`config.mk`:
```
export PLATFORM = sky130hd
export DESIGN_NAME = i2c_arbiter
export DESIGN_NICKNAME = d
export VERILOG_FILES = /design/src/rtl/i2c_arbiter.sv
export SDC_FILE = /design/constraint.sdc
export NUM_CORES = 1
export LEC_CHECK = 0
export ABC_AREA = 1
export CORE_AREA = 2 2 86 88
export CTS_BUF_LIST = sky130_fd_sc_hd__clkbuf_4 sky130_fd_sc_hd__clkbuf_8
export DETAILED_ROUTE_END_ITERATION = 12
export DIE_AREA = 0 0 88 90
export GPL_TIMING_DRIVEN = 1
export HOLD_SLACK_MARGIN = 0.02
export PLACE_DENSITY_LB_ADDON = 0.15
export RECOVER_POWER = 50
export SLEW_MARGIN = 0
export SYNTH_ARGS = -nofsm -noshare
export SYNTH_HDL_FRONTEND = slang
export SYNTH_SLANG_ARGS = --single-unit
```
`constraint.sdc`:
```
create_clock -name i_clk -period 2.25 [get_ports i_clk]
set_input_delay 0.225 -clock i_clk [delete_from_list [all_inputs] [get_ports i_clk]]
set_output_delay 0.225 -clock i_clk [all_outputs]
set_load 0.03 [all_outputs]
```
`src/rtl/i2c_arbiter.sv`:
```
// Round-robin arbiter that shares one I2C master between NUM_REQ requesters.
// Provides a per-transaction watchdog that aborts a stuck master with a timeout response.
module i2c_arbiter #(
  parameter int NUM_REQ        = 2,
  parameter int TIMEOUT_CYCLES = 1000000
) (
  input  logic                   i_clk,
  input  logic                   i_rst_n,
  input  logic [NUM_REQ-1:0]     req_valid,
  input  logic [NUM_REQ-1:0]     req_rw,
  input  logic [7*NUM_REQ-1:0]   req_dev_addr,
  input  logic [8*NUM_REQ-1:0]   req_reg_addr,
  input  logic [8*NUM_REQ-1:0]   req_wdata,
  output logic [NUM_REQ-1:0]     req_ready,
  output logic [NUM_REQ-1:0]     rsp_valid,
  output logic [7:0]             rsp_data,
  output logic                   rsp_nack,
  output logic                   rsp_timeout,
  output logic                   m_enable,
  output logic                   m_read_write,
  output logic [6:0]             m_device_address,
  output logic [7:0]             m_register_address,
  output logic [7:0]             m_mosi_data,
  input  logic [7:0]             m_miso_data,
  input  logic                   m_busy,
  input  logic                   m_slave_nack
);
  localparam int IDX_W = (NUM_REQ > 2) ? 2 : 1;
  localparam int CW    = IDX_W + 1;
  localparam logic [19:0] WD_LAST = 20'(TIMEOUT_CYCLES - 2);

  typedef enum logic [1:0] {IDLE, ISSUE, WAIT_DONE, RESP} state_t;

  state_t             state_q, state_d;
  logic [IDX_W-1:0]   last_q, last_d, owner_q, owner_d;
  logic [19:0]        wd_q, wd_d;
  logic [NUM_REQ-1:0] req_ready_q, req_ready_d, rsp_valid_q, rsp_valid_d;
  logic [7:0]         rsp_data_q, rsp_data_d;
  logic               rsp_nack_q, rsp_nack_d, rsp_timeout_q, rsp_timeout_d;
  logic               m_enable_q, m_enable_d, m_rw_q, m_rw_d;
  logic [6:0]         m_dev_q, m_dev_d;
  logic [7:0]         m_reg_q, m_reg_d, m_mosi_q, m_mosi_d;

  logic [CW-1:0]      cand;
  logic [IDX_W-1:0]   win_idx;
  logic               win_found;
  logic [19:0]        wd_inc;
  logic               wd_hit;

  assign wd_inc = (wd_q == '1) ? wd_q : wd_q + 20'd1;
  // Abort on the cycle the counter would reach TIMEOUT_CYCLES-1.
  assign wd_hit = (wd_q >= WD_LAST);

  always_comb begin
    state_d       = state_q;
    last_d        = last_q;
    owner_d       = owner_q;
    wd_d          = wd_q;
    req_ready_d   = '0;
    rsp_valid_d   = '0;
    rsp_data_d    = rsp_data_q;
    rsp_nack_d    = rsp_nack_q;
    rsp_timeout_d = rsp_timeout_q;
    m_enable_d    = m_enable_q;
    m_rw_d        = m_rw_q;
    m_dev_d       = m_dev_q;
    m_reg_d       = m_reg_q;
    m_mosi_d      = m_mosi_q;

    cand      = '0;
    win_idx   = '0;
    win_found = 1'b0;
    for (int i = 1; i <= NUM_REQ; i++) begin
      cand = {1'b0, last_q} + CW'(i);
      if (cand >= CW'(NUM_REQ)) cand = cand - CW'(NUM_REQ);
      if (!win_found && req_valid[cand[IDX_W-1:0]]) begin
        win_found = 1'b1;
        win_idx   = cand[IDX_W-1:0];
      end
    end

    case (state_q)
      IDLE: begin
        if (!m_busy && win_found) begin
          req_ready_d[win_idx] = 1'b1;
          m_rw_d     = req_rw[win_idx];
          m_dev_d    = req_dev_addr[7*win_idx +: 7];
          m_reg_d    = req_reg_addr[8*win_idx +: 8];
          m_mosi_d   = req_wdata[8*win_idx +: 8];
          owner_d    = win_idx;
          last_d     = win_idx;
          m_enable_d = 1'b1;
          wd_d       = '0;
          state_d    = ISSUE;
        end
      end
      ISSUE, WAIT_DONE: begin
        wd_d = wd_inc;
        if (wd_hit) begin
          m_enable_d           = 1'b0;
          rsp_timeout_d        = 1'b1;
          rsp_nack_d           = 1'b0;
          rsp_data_d           = 8'h00;
          rsp_valid_d[owner_q] = 1'b1;
          state_d              = RESP;
        end else if (state_q == ISSUE) begin
          if (m_busy) begin
            m_enable_d = 1'b0;
            state_d    = WAIT_DONE;
          end
        end else if (!m_busy) begin
          rsp_data_d           = m_miso_data;
          rsp_nack_d           = m_slave_nack;
          rsp_timeout_d        = 1'b0;
          rsp_valid_d[owner_q] = 1'b1;
          state_d              = RESP;
        end
      end
      RESP:    state_d = IDLE;
      default: state_d = IDLE;
    endcase
  end

  always_ff @(posedge i_clk or negedge i_rst_n) begin
    if (!i_rst_n) begin
      state_q       <= IDLE;
      last_q        <= IDX_W'(NUM_REQ - 1);
      owner_q       <= '0;
      wd_q          <= '0;
      req_ready_q   <= '0;
      rsp_valid_q   <= '0;
      rsp_data_q    <= '0;
      rsp_nack_q    <= 1'b0;
      rsp_timeout_q <= 1'b0;
      m_enable_q    <= 1'b0;
      m_rw_q        <= 1'b0;
      m_dev_q       <= '0;
      m_reg_q       <= '0;
      m_mosi_q      <= '0;
    end else begin
      state_q       <= state_d;
      last_q        <= last_d;
      owner_q       <= owner_d;
      wd_q          <= wd_d;
      req_ready_q   <= req_ready_d;
      rsp_valid_q   <= rsp_valid_d;
      rsp_data_q    <= rsp_data_d;
      rsp_nack_q    <= rsp_nack_d;
      rsp_timeout_q <= rsp_timeout_d;
      m_enable_q    <= m_enable_d;
      m_rw_q        <= m_rw_d;
      m_dev_q       <= m_dev_d;
      m_reg_q       <= m_reg_d;
      m_mosi_q      <= m_mosi_d;
    end
  end

  assign req_ready          = req_ready_q;
  assign rsp_valid          = rsp_valid_q;
  assign rsp_data           = rsp_data_q;
  assign rsp_nack           = rsp_nack_q;
  assign rsp_timeout        = rsp_timeout_q;
  assign m_enable           = m_enable_q;
  assign m_read_write       = m_rw_q;
  assign m_device_address   = m_dev_q;
  assign m_register_address = m_reg_q;
  assign m_mosi_data        = m_mosi_q;
endmodule
```
==> results of run 1 <==
placed cells by master (no fill, tap or decap), drive strengths merged:
master and count:
a21o 1, a21oi 8, buf 7, bufinv 1
clkbuf 15, clkdlybuf4s50 83, clkinv 5, clkinvlp 1
dfrtp 62, dfstp 1, dlygate4sd3 17, ha 6
inv 32, nand2 156, nand3 56, nand4 14
nor2 33, nor3 8, nor3b 1, o211ai 1
o21ai 24, o21bai 1, o31ai 4, or2 1
xor2 4
cell type report:
class	instances	area (um2)
Fill cell	594	2414
Multi-Input combinational cell	318	1509
Tap cell	99	123.9
Timing Repair Buffer	112	1077
Sequential cell	63	1578
Inverter	33	126.4
Clock inverter	6	61.31
Clock buffer	10	131.4
Yosys cell counts, drive strengths merged (4+ instances only):
| cell | instances | share of area, % |
|---|---|---|
| nor2 | 33 | 4.3 |
| clkbuf | 8 | 0.91 |
| nand4 | 14 | 2.7 |
| xor2 | 4 | 1.1 |
| inv | 32 | 3.7 |
| dfrtp | 62 | 47 |
| o21ai | 24 | 4.0 |
| ha | 6 | 2.3 |
| buf | 8 | 1.7 |
| nor3 | 8 | 1.4 |
| nand3 | 56 | 8.5 |
| o31ai | 4 | 0.91 |
| a21oi | 8 | 1.4 |
| nand2 | 156 | 18 |
metrics by stage:
stage | utilization, % | total power (uW) | instances
2_1_floorplan | - | 3442 | 430
3_3_place_gp | 62.91 | 4424 | 624
3_5_place_dp | 62.91 | 4464 | 624
4_1_cts | 65.80 | 5470 | 641
5_1_grt | 65.62 | 5762 | 641
6_report | 65.62 | 5380 | 641
final timing paths:
path | endpoint | slack (ps) | cells past startpoint
min in group asynchronous | wd_q[10] | 640 | 2
hold reg to reg | rsp_valid[0] | 420 | 1
setup / recovery | wd_q[2] | 270 | 11
setup reg to reg | wd_q[2] | 270 | 11
hold / removal | rsp_valid[0] | 420 | 1
max in group asynchronous | m_mosi_data[4] | 430 | 3
report_power, final:
| part | internal (uW) | switching (uW) |
|---|---|---|
| combinational | 1010 | 1700 |
| sequential | 1490 | 206 |
| clock | 520 | 451 |
| total | 3020 | 2360 |
cells by family after synthesis:
kind of cell | Yosys count | synth area share [%]
AO/OA/AOI/OAI | 39 | 7.016
XOR/XNOR | 4 | 1.062
AND/OR/NAND/NOR | 269 | 35.42
buffers and inverters | 49 | 6.409
flip-flops | 63 | 47.82
adder cells (fa/ha/maj) | 6 | 2.275
what timing repair did:
item                                    CTS  global route
hold endpoints to repair                 19             0
hold buffers                              1             0
endpoints found under the setup margin    0             6
gates resized for setup                   0             1
registers in the layout, indices dropped and copies added, names as in the netlist, 2 cells and up:
signal              flops
wd_q                   20
rsp_valid               2
rsp_data                8
m_mosi_data             8
m_device_address        7
req_ready               2
state_q                 2
m_register_address      8
routing by layer:
layer  share of wire (%)  vias up  track usage, %
met5                   0        -               0
met4                 1.1        0           6.538
met3                 9.2        9           8.724
met2                  44      105           34.60
met1                  45     1475           31.48
li1                    -     1610               -
==> impl_metrics.env, run 1 <==
export IMPL_congestion_overflow_gr=0
export IMPL_final_hold_worst_slack_ps=422.4
export IMPL_placed_area_um2=4417
export IMPL_worst_setup_path_startpoint="wd_q[1]"
export IMPL_cts_repair_timing_setup_buffer_count=0
export IMPL_grt_start_max_net_pins=29
export IMPL_placeableCoreArea_um2=7020
export IMPL_critical_path_peak_fanout=27
export IMPL_final_period_utilization_pct=88.06
export IMPL_clkSinkCount=63
export IMPL_yosys_register_bits=63
export IMPL_fp_dieArea_um2=7920
export IMPL_place_detailed_hpwl_mm=6.160
export IMPL_synth_async_reset_ratio_pct=100.0
export IMPL_num_antenna_cells=0
export IMPL_max_vdd_ir_drop_uv=600.4
export IMPL_synth_edf_count=0
export IMPL_crit_arrival_ps=2240
export IMPL_post_synth_cell_area_avg_um2=7.673
export IMPL_fp_dieH_um=90
export IMPL_critical_path_max_stage_delay_ps=410
export IMPL_drc_errors=0
export IMPL_fin_tns_setup_ps=0
export IMPL_globalplace_congestion=0.9350
export IMPL_finalWorstPathRequiredPeriod_ps=1981
export IMPL_tightest_slew_ps=1142
export IMPL_clkTransAtPathRegs_ps=80
export IMPL_crit_path_max_delay_family="simple AND/OR/NAND/NOR gates"
export IMPL_finalWorstSetupSlack_ps=268.8
export IMPL_postLayoutCellArea_um2=4607
export IMPL_crit_path_cell_trace="ha_1, inv_1, nor2_4, nand2_2, nor2_4, nand2_2, o21ai_4, inv_4, nand2_4, nand2_1, a21oi_1"
export IMPL_type_of_the_most_critical_hold_path="reg -> reg"
export IMPL_ctsRootBufferMaster="sky130_fd_sc_hd__clkbuf_8"
export IMPL_hp_start="owner_q"
export IMPL_power_density_nw_per_um2=1168
export IMPL_slew_violations=0
export IMPL_timing_critical_path_buf_inv=2
export IMPL_startpoint_type="register"
export IMPL_cts_tree="done"
export IMPL_cts_root_to_sink_buffers=2
export IMPL_vias=3199
export IMPL_drive_above_1_share_pct=8.118
export IMPL_fmax_mhz=504.7
export IMPL_initial_utilization_pct=47.00
export IMPL_fp_row_count=31
export IMPL_antenna_found_initial=0
export IMPL_setup_viol=0
export IMPL_drt_iter0_markers=203
export IMPL_final_hold_viol_count=0
export IMPL_drt_total_wl_mm=8.436
export IMPL_ant_nets=0
export IMPL_io_buffer_count=100
export IMPL_synth_yosys_warnings=0
export IMPL_grt_pass1_wl_mm=14.46
export IMPL_post_synth_instance_area_um2=3299
export IMPL_nets_final=605
export IMPL_r2r_start="wd_q[1]"
export IMPL_post_synth_num_cell_types=33
export IMPL_status="finished clean"
export IMPL_synth_fp_nets=498
export IMPL_die_w_um=88
export IMPL_boundaryPins=101
export IMPL_cts_made_buffers=9
export IMPL_drt_pass1_iterations=4
export IMPL_max_slew_headroom_at_the_worst_pin_pct=23.88
export IMPL_post_synth_inst_count=430
export IMPL_synth_seq_area_share_pct=47.82
export IMPL_dominantRegCellSynth="sky130_fd_sc_hd__dfrtp_1"
export IMPL_clock_tree_htree_level_count=3
export IMPL_pre_cts_ws_ps=231.3
export IMPL_worst_path_max_delay_cell="sky130_fd_sc_hd__dfrtp_1"
export IMPL_avgViaCountPerCell=4.991
export IMPL_worst_endpoint_required_ps=2510
export IMPL_p_leak_uw=0.002144
export IMPL_critical_path_endpoint_type="register"
export IMPL_finalClockSkew_ps=11.32
export IMPL_drv_cap=0
export IMPL_crit_type="reg -> reg"
export IMPL_layout_area_overhead_vs_synth_pct=39.63
export IMPL_grt_setup_unrepaired="no"
export IMPL_grt_pass1_vias=3072
export IMPL_globalRouteTotalUtil_pct=23.19
export IMPL_avgRoutedWirePerCell_um=13.16
export IMPL_clock_insertion_delay_worst_skew_ps=330
Note: power is estimated with default switching activity, not from simulation.
==> inputs of run 2 (changes only) <==
--- a/config.mk
+++ b/config.mk
@@ -6,10 +6,12 @@
 export NUM_CORES = 1
 export LEC_CHECK = 0
 export ABC_AREA = 1
-export CORE_AREA = 2 2 86 88
+export CELL_PAD_IN_SITES_DETAIL_PLACEMENT = 1
+export CELL_PAD_IN_SITES_GLOBAL_PLACEMENT = 2
+export CORE_AREA = 2 2 114 116
 export CTS_BUF_LIST = sky130_fd_sc_hd__clkbuf_4 sky130_fd_sc_hd__clkbuf_8
 export DETAILED_ROUTE_END_ITERATION = 12
-export DIE_AREA = 0 0 88 90
+export DIE_AREA = 0 0 116 118
 export GPL_TIMING_DRIVEN = 1
 export HOLD_SLACK_MARGIN = 0.02
 export PLACE_DENSITY_LB_ADDON = 0.15
==> run 2 against run 1 <==
Wire length increased by 25%; critical path depth stayed put; register-to-register slack worse by 50 ps; flip-flop and latch count unchanged; core utilization is 27 points lower; die area up 73%; sequential share of layout area is 0.98 points lower; setup slack got worse by 50 ps; critical path type unchanged; largest power group unchanged.
==> impl_metrics.env, run 2 (synthesis results as in run 1) <==
export IMPL_crit_path_end="wd_q[9]"
export IMPL_share_clk_of_total_power_pct=20.2
export IMPL_drv_cap=0
export IMPL_avgViaCountPerCell=4.518
export IMPL_grt_pass1_wl_mm=17.98
export IMPL_fp_dieH_um=118
export IMPL_grt_setup_unrepaired="no"
export IMPL_p_leak_uw=0.002158
export IMPL_ant_nets=0
export IMPL_p_sw_share_pct=44.18
export IMPL_grt_start_max_net_pins=64
export IMPL_type_of_the_most_critical_hold_path="in -> reg"
export IMPL_crit_path_cell_trace="ha_2, inv_1, nor2_4, nand2_2, nor2_4, nand2_2, o21ai_4, buf_4, nor2_1, o21ai_1, nor2_1"
export IMPL_crit_path_max_delay_family="simple AND/OR/NAND/NOR gates"
export IMPL_crit_arrival_ps=2290
export IMPL_fin_tns_setup_ps=0
export IMPL_power_density_nw_per_um2=1172
export IMPL_ctsRootBufferMaster="sky130_fd_sc_hd__clkbuf_8"
export IMPL_worst_r2r_setup_slack_ps=220
export IMPL_fp_dieArea_um2=13690
export IMPL_cts_made_buffers=9
export IMPL_clkSinkCount=63
export IMPL_comb_power_share_pct=49.1
export IMPL_clkTransAtPathRegs_ps=80
export IMPL_avgRoutedWirePerCell_um=14.82
export IMPL_critical_path_max_stage_delay_ps=420
export IMPL_final_hold_viol_count=0
export IMPL_critical_path_endpoint_type="register"
export IMPL_most_common_cell_after_layout_fill_and_taps_aside="sky130_fd_sc_hd__nand2_1"
export IMPL_min_path_cells=3
export IMPL_placed_area_um2=4521
export IMPL_largest_register="wd_q"
export IMPL_regArea_um2=1579
export IMPL_max_slew_headroom_at_the_worst_pin_pct=75.01
export IMPL_max_vdd_ir_drop_uv=435.5
export IMPL_tightest_slew_ps=373.8
export IMPL_drt_iter0_markers=108
export IMPL_status="finished clean"
export IMPL_num_antenna_cells=0
export IMPL_clock_insertion_delay_worst_skew_ps=360
export IMPL_worst_endpoint_required_ps=2510
export IMPL_finalWorstPathRequiredPeriod_ps=2031
export IMPL_sequentialPowerShare_pct=30.7
export IMPL_cts_tree="done"
export IMPL_critical_path_peak_fanout=13
export IMPL_r2r_start="wd_q[1]"
export IMPL_timing_rr_end="wd_q[9]"
export IMPL_place_detailed_hpwl_mm=7.741
export IMPL_overall_power_consumption_uw=5562
export IMPL_worst_setup_path_startpoint="wd_q[1]"
export IMPL_postLayoutCellArea_um2=4746
export IMPL_clock_tree_htree_level_count=3
export IMPL_area_occupied_by_multi_input_gates_um2=1509
export IMPL_cts_root_to_sink_buffers=2
export IMPL_layout_common_cells="152 x sky130_fd_sc_hd__nand2_1, 82 x sky130_fd_sc_hd__clkdlybuf4s50_1, 61 x sky130_fd_sc_hd__dfrtp_1, 56 x sky130_fd_sc_hd__nand3_1, 30 x sky130_fd_sc_hd__nor2_1"
export IMPL_grt_pass1_vias=3555
export IMPL_layout_area_overhead_vs_synth_pct=43.84
export IMPL_crit_type="reg -> reg"
export IMPL_finalClockSkew_ps=8.061
export IMPL_fmax_mhz=492.4
export IMPL_drc_errors=0
export IMPL_initial_utilization_pct=26.58
export IMPL_globalplace_congestion=0.7634
export IMPL_switchingPower_uw=2457
export IMPL_timing_critical_path_buf_inv=2
export IMPL_number_of_flip_flops_in_the_largest_register=20
export IMPL_die_w_um=116
export IMPL_globalRouteTotalUtil_pct=17.00
export IMPL_congestion_overflow_gr=0
export IMPL_fp_row_count=41
export IMPL_setup_viol=0
export IMPL_intPower_uw=3104
export IMPL_slew_violations=0
export IMPL_fillCellCount=1542
export IMPL_critical_path_depth=11
export IMPL_startpoint_type="register"
export IMPL_nets_final=605
export IMPL_io_buffer_count=100
export IMPL_worstRegToRegCells=11
export IMPL_vias=3226
export IMPL_drt_pass1_iterations=4
export IMPL_boundaryPins=101
export IMPL_final_period_utilization_pct=90.26
export IMPL_drt_total_wl_mm=10.59
export IMPL_drive_above_1_share_pct=8.303
export IMPL_antenna_found_initial=0
export IMPL_placeableCoreArea_um2=12410
export IMPL_worst_path_max_delay_cell="sky130_fd_sc_hd__dfrtp_1"
## run 2: layer usage
layer,vias to the layer above,wire length (um),track usage (%)
li1,1604,-,-
met1,1538,5130,22.62
met2,72,4549,25.22
met3,12,724,6.076
met4,0,180,6.324
met5,-,0,0
## run 2: power by group through the flow
| stage | combinational (uW) | sequential (uW) | clock (uW) |
|---|---|---|---|
| after floorplan | 1170 | 2270 | 0 |
| after global placement | 2800 | 1720 | 0 |
| after detailed placement | 2820 | 1720 | 0 |
| after CTS | 2830 | 1720 | 1170 |
| after global routing | 3030 | 1760 | 1210 |
| final | 2730 | 1710 | 1120 |
## run 2: worst reg2reg max path, stage by stage, from the launching register on
cell	delay (ps)
sky130_fd_sc_hd__dfrtp_1	420
sky130_fd_sc_hd__ha_2	260
sky130_fd_sc_hd__inv_1	90
sky130_fd_sc_hd__nor2_4	170
sky130_fd_sc_hd__nand2_2	100
sky130_fd_sc_hd__nor2_4	130
sky130_fd_sc_hd__nand2_2	110
sky130_fd_sc_hd__o21ai_4	180
sky130_fd_sc_hd__buf_4	230
sky130_fd_sc_hd__nor2_1	70
sky130_fd_sc_hd__o21ai_1	120
sky130_fd_sc_hd__nor2_1	50
## run 2: cell type report
type / count / area share (%)
multi-input cells: 318 / 31.80
repair buffers: 112 / 23.17
clock buffers: 10 / 2.768
inverters: 33 / 2.663
well taps: 172 / 4.535
flip-flops and latches: 63 / 33.27
clock inverters: 6 / 1.793
## run 2: worst min-delay path by stage
stage	to	startpoint
2_1_floorplan	m_device_address[0]	i_rst_n
3_3_place_gp	wd_q[8]	i_rst_n
3_5_place_dp	wd_q[4]	i_rst_n
4_1_cts	m_mosi_data[3]	req_wdata[3]
5_1_grt	m_mosi_data[3]	req_wdata[3]
6_report	m_register_address[0]	req_reg_addr[0]
## run 2: what timing repair did
action | in CTS | in global routing
endpoints found under the hold margin | 62 | 0
buffers inserted | 0 | 0
gates resized for setup | 0 | 2
hold buffers | 1 | 0
endpoints found under the setup margin | 0 | 8
## run 2: metrics by stage
step	util [%]	setup WS, ps	hold slack [ps]	std cells
after floorplan	-	490.4	-70.59	430
after global placement	36.41	186.2	287.5	697
after detailed placement	36.41	154.2	279.5	697
after CTS	38.24	132.7	384.8	714
after global routing	38.23	21.35	412.9	714
final	38.23	219.2	406.0	714
==> inputs of run 3 (changes only) <==
--- a/config.mk
+++ b/config.mk
@@ -6,12 +6,12 @@
 export NUM_CORES = 1
 export LEC_CHECK = 0
 export ABC_AREA = 1
+export ABC_CLOCK_PERIOD_IN_PS = 1800
 export CELL_PAD_IN_SITES_DETAIL_PLACEMENT = 1
 export CELL_PAD_IN_SITES_GLOBAL_PLACEMENT = 2
-export CORE_AREA = 2 2 114 116
-export CTS_BUF_LIST = sky130_fd_sc_hd__clkbuf_4 sky130_fd_sc_hd__clkbuf_8
+export CORE_AREA = 2 2 123 125
 export DETAILED_ROUTE_END_ITERATION = 12
-export DIE_AREA = 0 0 116 118
+export DIE_AREA = 0 0 125 127
 export GPL_TIMING_DRIVEN = 1
 export HOLD_SLACK_MARGIN = 0.02
 export PLACE_DENSITY_LB_ADDON = 0.15
==> constraint.sdc (replaced) <==
create_clock -name i_clk -period 1.8 [get_ports i_clk]
set_input_delay 0.18 -clock i_clk [delete_from_list [all_inputs] [get_ports i_clk]]
set_output_delay 0.18 -clock i_clk [all_outputs]
set_load 0.03 [all_outputs]
==> run 3 against run 2 <==
Sequential power rose by 24%; hold slack got worse by 10 ps; final cell count rose by 8.0%; count of clock-buffer cells in the layout rose by 6; die area rose by 16%; cell area rose by 15%; clock skew fell by 1.9 ps; register-to-register slack got worse by 190 ps; critical path type unchanged; largest cell class is now multi-input gates; highest routed layer unchanged.
==> impl_metrics.env, run 3 (synthesis results as in run 1) <==
export IMPL_grt_start_max_net_pins=64
export IMPL_worst_r2r_setup_slack_ps=30
export IMPL_io_buffer_count=100
export IMPL_clock_tree_htree_level_count=3
export IMPL_drt_iter0_markers=147
export IMPL_initial_utilization_pct=22.87
export IMPL_avgRoutedWirePerCell_um=15.91
export IMPL_final_period_utilization_pct=98.12
export IMPL_num_antenna_cells=0
export IMPL_fp_row_count=44
export IMPL_layout_common_cells="138 x sky130_fd_sc_hd__nand2_1, 95 x sky130_fd_sc_hd__clkdlybuf4s50_1, 58 x sky130_fd_sc_hd__dfrtp_1, 52 x sky130_fd_sc_hd__nand3_1, 37 x sky130_fd_sc_hd__buf_4"
export IMPL_postLayoutCoreUtil_pct=37.96
export IMPL_antenna_found_initial=0
export IMPL_place_detailed_hpwl_mm=8.578
export IMPL_globalRouteTotalUtil_pct=15.34
export IMPL_max_slew_headroom_at_the_worst_pin_pct=36.17
export IMPL_drc_errors=0
export IMPL_nets_final=650
export IMPL_crit_path_max_delay_family="simple AND/OR/NAND/NOR gates"
export IMPL_fillCellCount=1734
export IMPL_timing_critical_path_buf_inv=3
export IMPL_grt_pass1_wl_mm=19.11
export IMPL_cts_made_buffers=9
export IMPL_setup_viol=0
export IMPL_worstRegToRegCells=12
export IMPL_vias=3450
export IMPL_avgViaCountPerCell=4.475
export IMPL_crit_type="reg -> reg"
export IMPL_cts_root_to_sink_buffers=2
export IMPL_r2r_start="wd_q[0]"
export IMPL_type_of_the_most_critical_hold_path="in -> reg"
export IMPL_ant_nets=0
export IMPL_fp_dieH_um=127
export IMPL_congestion_overflow_gr=0
export IMPL_drt_pass1_iterations=4
export IMPL_min_path_cells=3
export IMPL_critical_path_endpoint_type="register"
export IMPL_clkSinkCount=63
export IMPL_grt_pass1_vias=3647
export IMPL_status="finished clean"
export IMPL_tightest_slew_ps=957.5
export IMPL_finalClockSkew_ps=6.132
export IMPL_clock_insertion_delay_worst_skew_ps=340
export IMPL_clkTransAtPathRegs_ps=60
export IMPL_worst_path_max_delay_cell="sky130_fd_sc_hd__dfrtp_1"
export IMPL_worstHoldEndpoint="m_device_address[4]"
export IMPL_most_common_cell_after_layout_fill_and_taps_aside="sky130_fd_sc_hd__nand2_1"
export IMPL_power_density_nw_per_um2=1606
export IMPL_final_hold_viol_count=0
export IMPL_pre_cts_ws_ps=-70.19
export IMPL_boundaryPins=101
export IMPL_slew_violations=0
export IMPL_layout_area_overhead_vs_synth_pct=65.95
export IMPL_finalWorstPathRequiredPeriod_ps=1766
export IMPL_crit_arrival_ps=2030
export IMPL_grt_setup_unrepaired="yes"
export IMPL_globalplace_congestion=0.7170
export IMPL_drive_above_1_share_pct=22.83
export IMPL_critical_path_max_stage_delay_ps=390
export IMPL_postLayoutCellArea_um2=5475
export IMPL_placed_area_um2=4776
export IMPL_fp_dieArea_um2=15880
export IMPL_worst_endpoint_required_ps=2060
export IMPL_finalWorstSetupSlack_ps=33.88
export IMPL_ctsRootBufferMaster="sky130_fd_sc_hd__clkbuf_16"
export IMPL_fin_tns_setup_ps=0
export IMPL_area_occupied_by_multi_input_gates_um2=1708
export IMPL_drv_cap=0
export IMPL_p_leak_uw=0.002480
export IMPL_cts_tree="done"
export IMPL_most_frequent_cp_cell="sky130_fd_sc_hd__nor2_4"
export IMPL_startpoint_type="register"
export IMPL_regArea_um2=1583
export IMPL_placeableCoreArea_um2=14420
export IMPL_fmax_mhz=566.2
export IMPL_hp_start="req_dev_addr[4]"
export IMPL_die_w_um=125
export IMPL_timing_rr_end="wd_q[13]"
export IMPL_drt_total_wl_mm=12.27
export IMPL_max_vdd_ir_drop_uv=575.6
export IMPL_largest_register="wd_q"
export IMPL_critical_path_peak_fanout=8
export IMPL_crit_path_cell_trace="ha_2, inv_2, nor2_4, nand2_4, nor2_4, nand2_2, o21ai_4, buf_6, clkinv_8, nand2_8, nand2_1, a21oi_1"
export IMPL_number_of_flip_flops_in_the_largest_register=20
run 3: cell count changes in the layout (fill, tap and decap cells not counted), moves of 6 or more:
cell                              before  now
sky130_fd_sc_hd__nor2_1               30   24
sky130_fd_sc_hd__nand2_1             152  138
sky130_fd_sc_hd__dlygate4sd3_1        18    5
sky130_fd_sc_hd__buf_4                10   37
sky130_fd_sc_hd__clkbuf_8              9    2
sky130_fd_sc_hd__clkbuf_16             0   11
sky130_fd_sc_hd__buf_6                 0    8
sky130_fd_sc_hd__o21ai_1              19   10
sky130_fd_sc_hd__inv_2                 3   10
sky130_fd_sc_hd__nand2_2               3   13
sky130_fd_sc_hd__clkdlybuf4s50_1      82   95
sky130_fd_sc_hd__o21ai_2               0    8
sky130_fd_sc_hd__inv_1                28   22
run 3: worst max path at each step:
| stage | from | to | slack, ps | depth (start not counted) |
|---|---|---|---|---|
| finish | wd_q[0] | wd_q[13] | 30 | 12 |
| global route | wd_q[0] | wd_q[13] | -90 | 12 |
| CTS | wd_q[0] | state_q[0] | 10 | 12 |
| detailed placement | req_valid[0] | wd_q[9] | -70 | 10 |
| global placement | req_valid[1] | wd_q[10] | -40 | 11 |
| floorplan | wd_q[1] | wd_q[16] | 40 | 11 |
run 3: metal layers:
layer / share of wire (%) / up-vias / routed length, um / GRT usage, %
li1: - / 1703 / - / -
met1: 46 / 1661 / 5667 / 19.75
met2: 45 / 77 / 5475 / 23.37
met3: 8.0 / 9 / 984 / 7.077
met4: 1.1 / 0 / 138 / 4.118
met5: 0 / - / 0 / 0
run 3: repair_timing:
item	in CTS	in global routing
pin swaps	0	8
setup buffers	1	12
hold endpoints to repair	62	0
hold buffers	1	0
setup endpoints to repair	12	26
gates resized for setup	5	72
gates cloned	0	5
run 3: worst reg2reg max path: stages (launching register included):
cell and delay, ps:
sky130_fd_sc_hd__dfrtp_1 390, sky130_fd_sc_hd__ha_2 200, sky130_fd_sc_hd__inv_2 50, sky130_fd_sc_hd__nor2_4 130
sky130_fd_sc_hd__nand2_4 70, sky130_fd_sc_hd__nor2_4 100, sky130_fd_sc_hd__nand2_2 80, sky130_fd_sc_hd__o21ai_4 160
sky130_fd_sc_hd__buf_6 150, sky130_fd_sc_hd__clkinv_8 90, sky130_fd_sc_hd__nand2_8 100, sky130_fd_sc_hd__nand2_1 60
sky130_fd_sc_hd__a21oi_1 110
run 3: layout make-up:
type                       count  area share [%]
timing repair buffer         154           27.88
sequential                    63           28.91
tap                          184           4.205
multi-input combinational    319           31.19
clock buffer                  16           4.959
timing repair inverter         2          0.3656
inverter                      33           2.491
run 3: through the flow:
stage | hold WS (ps) | power (uW) | instances
after detailed placement | 231.9 | 5984 | 736
after global routing | 402.2 | 9369 | 771
final | 395.6 | 8791 | 771
after CTS | 383.0 | 7766 | 754
after floorplan | -115.6 | 4302 | 430
after global placement | 239.2 | 5951 | 736
run 3: report_power, final:
group          switching [uW]  leakage, uW  internal, uW
logic                    2870      0.00154          2160
registers                 248     0.000810          1870
clock network             635     0.000131          1010
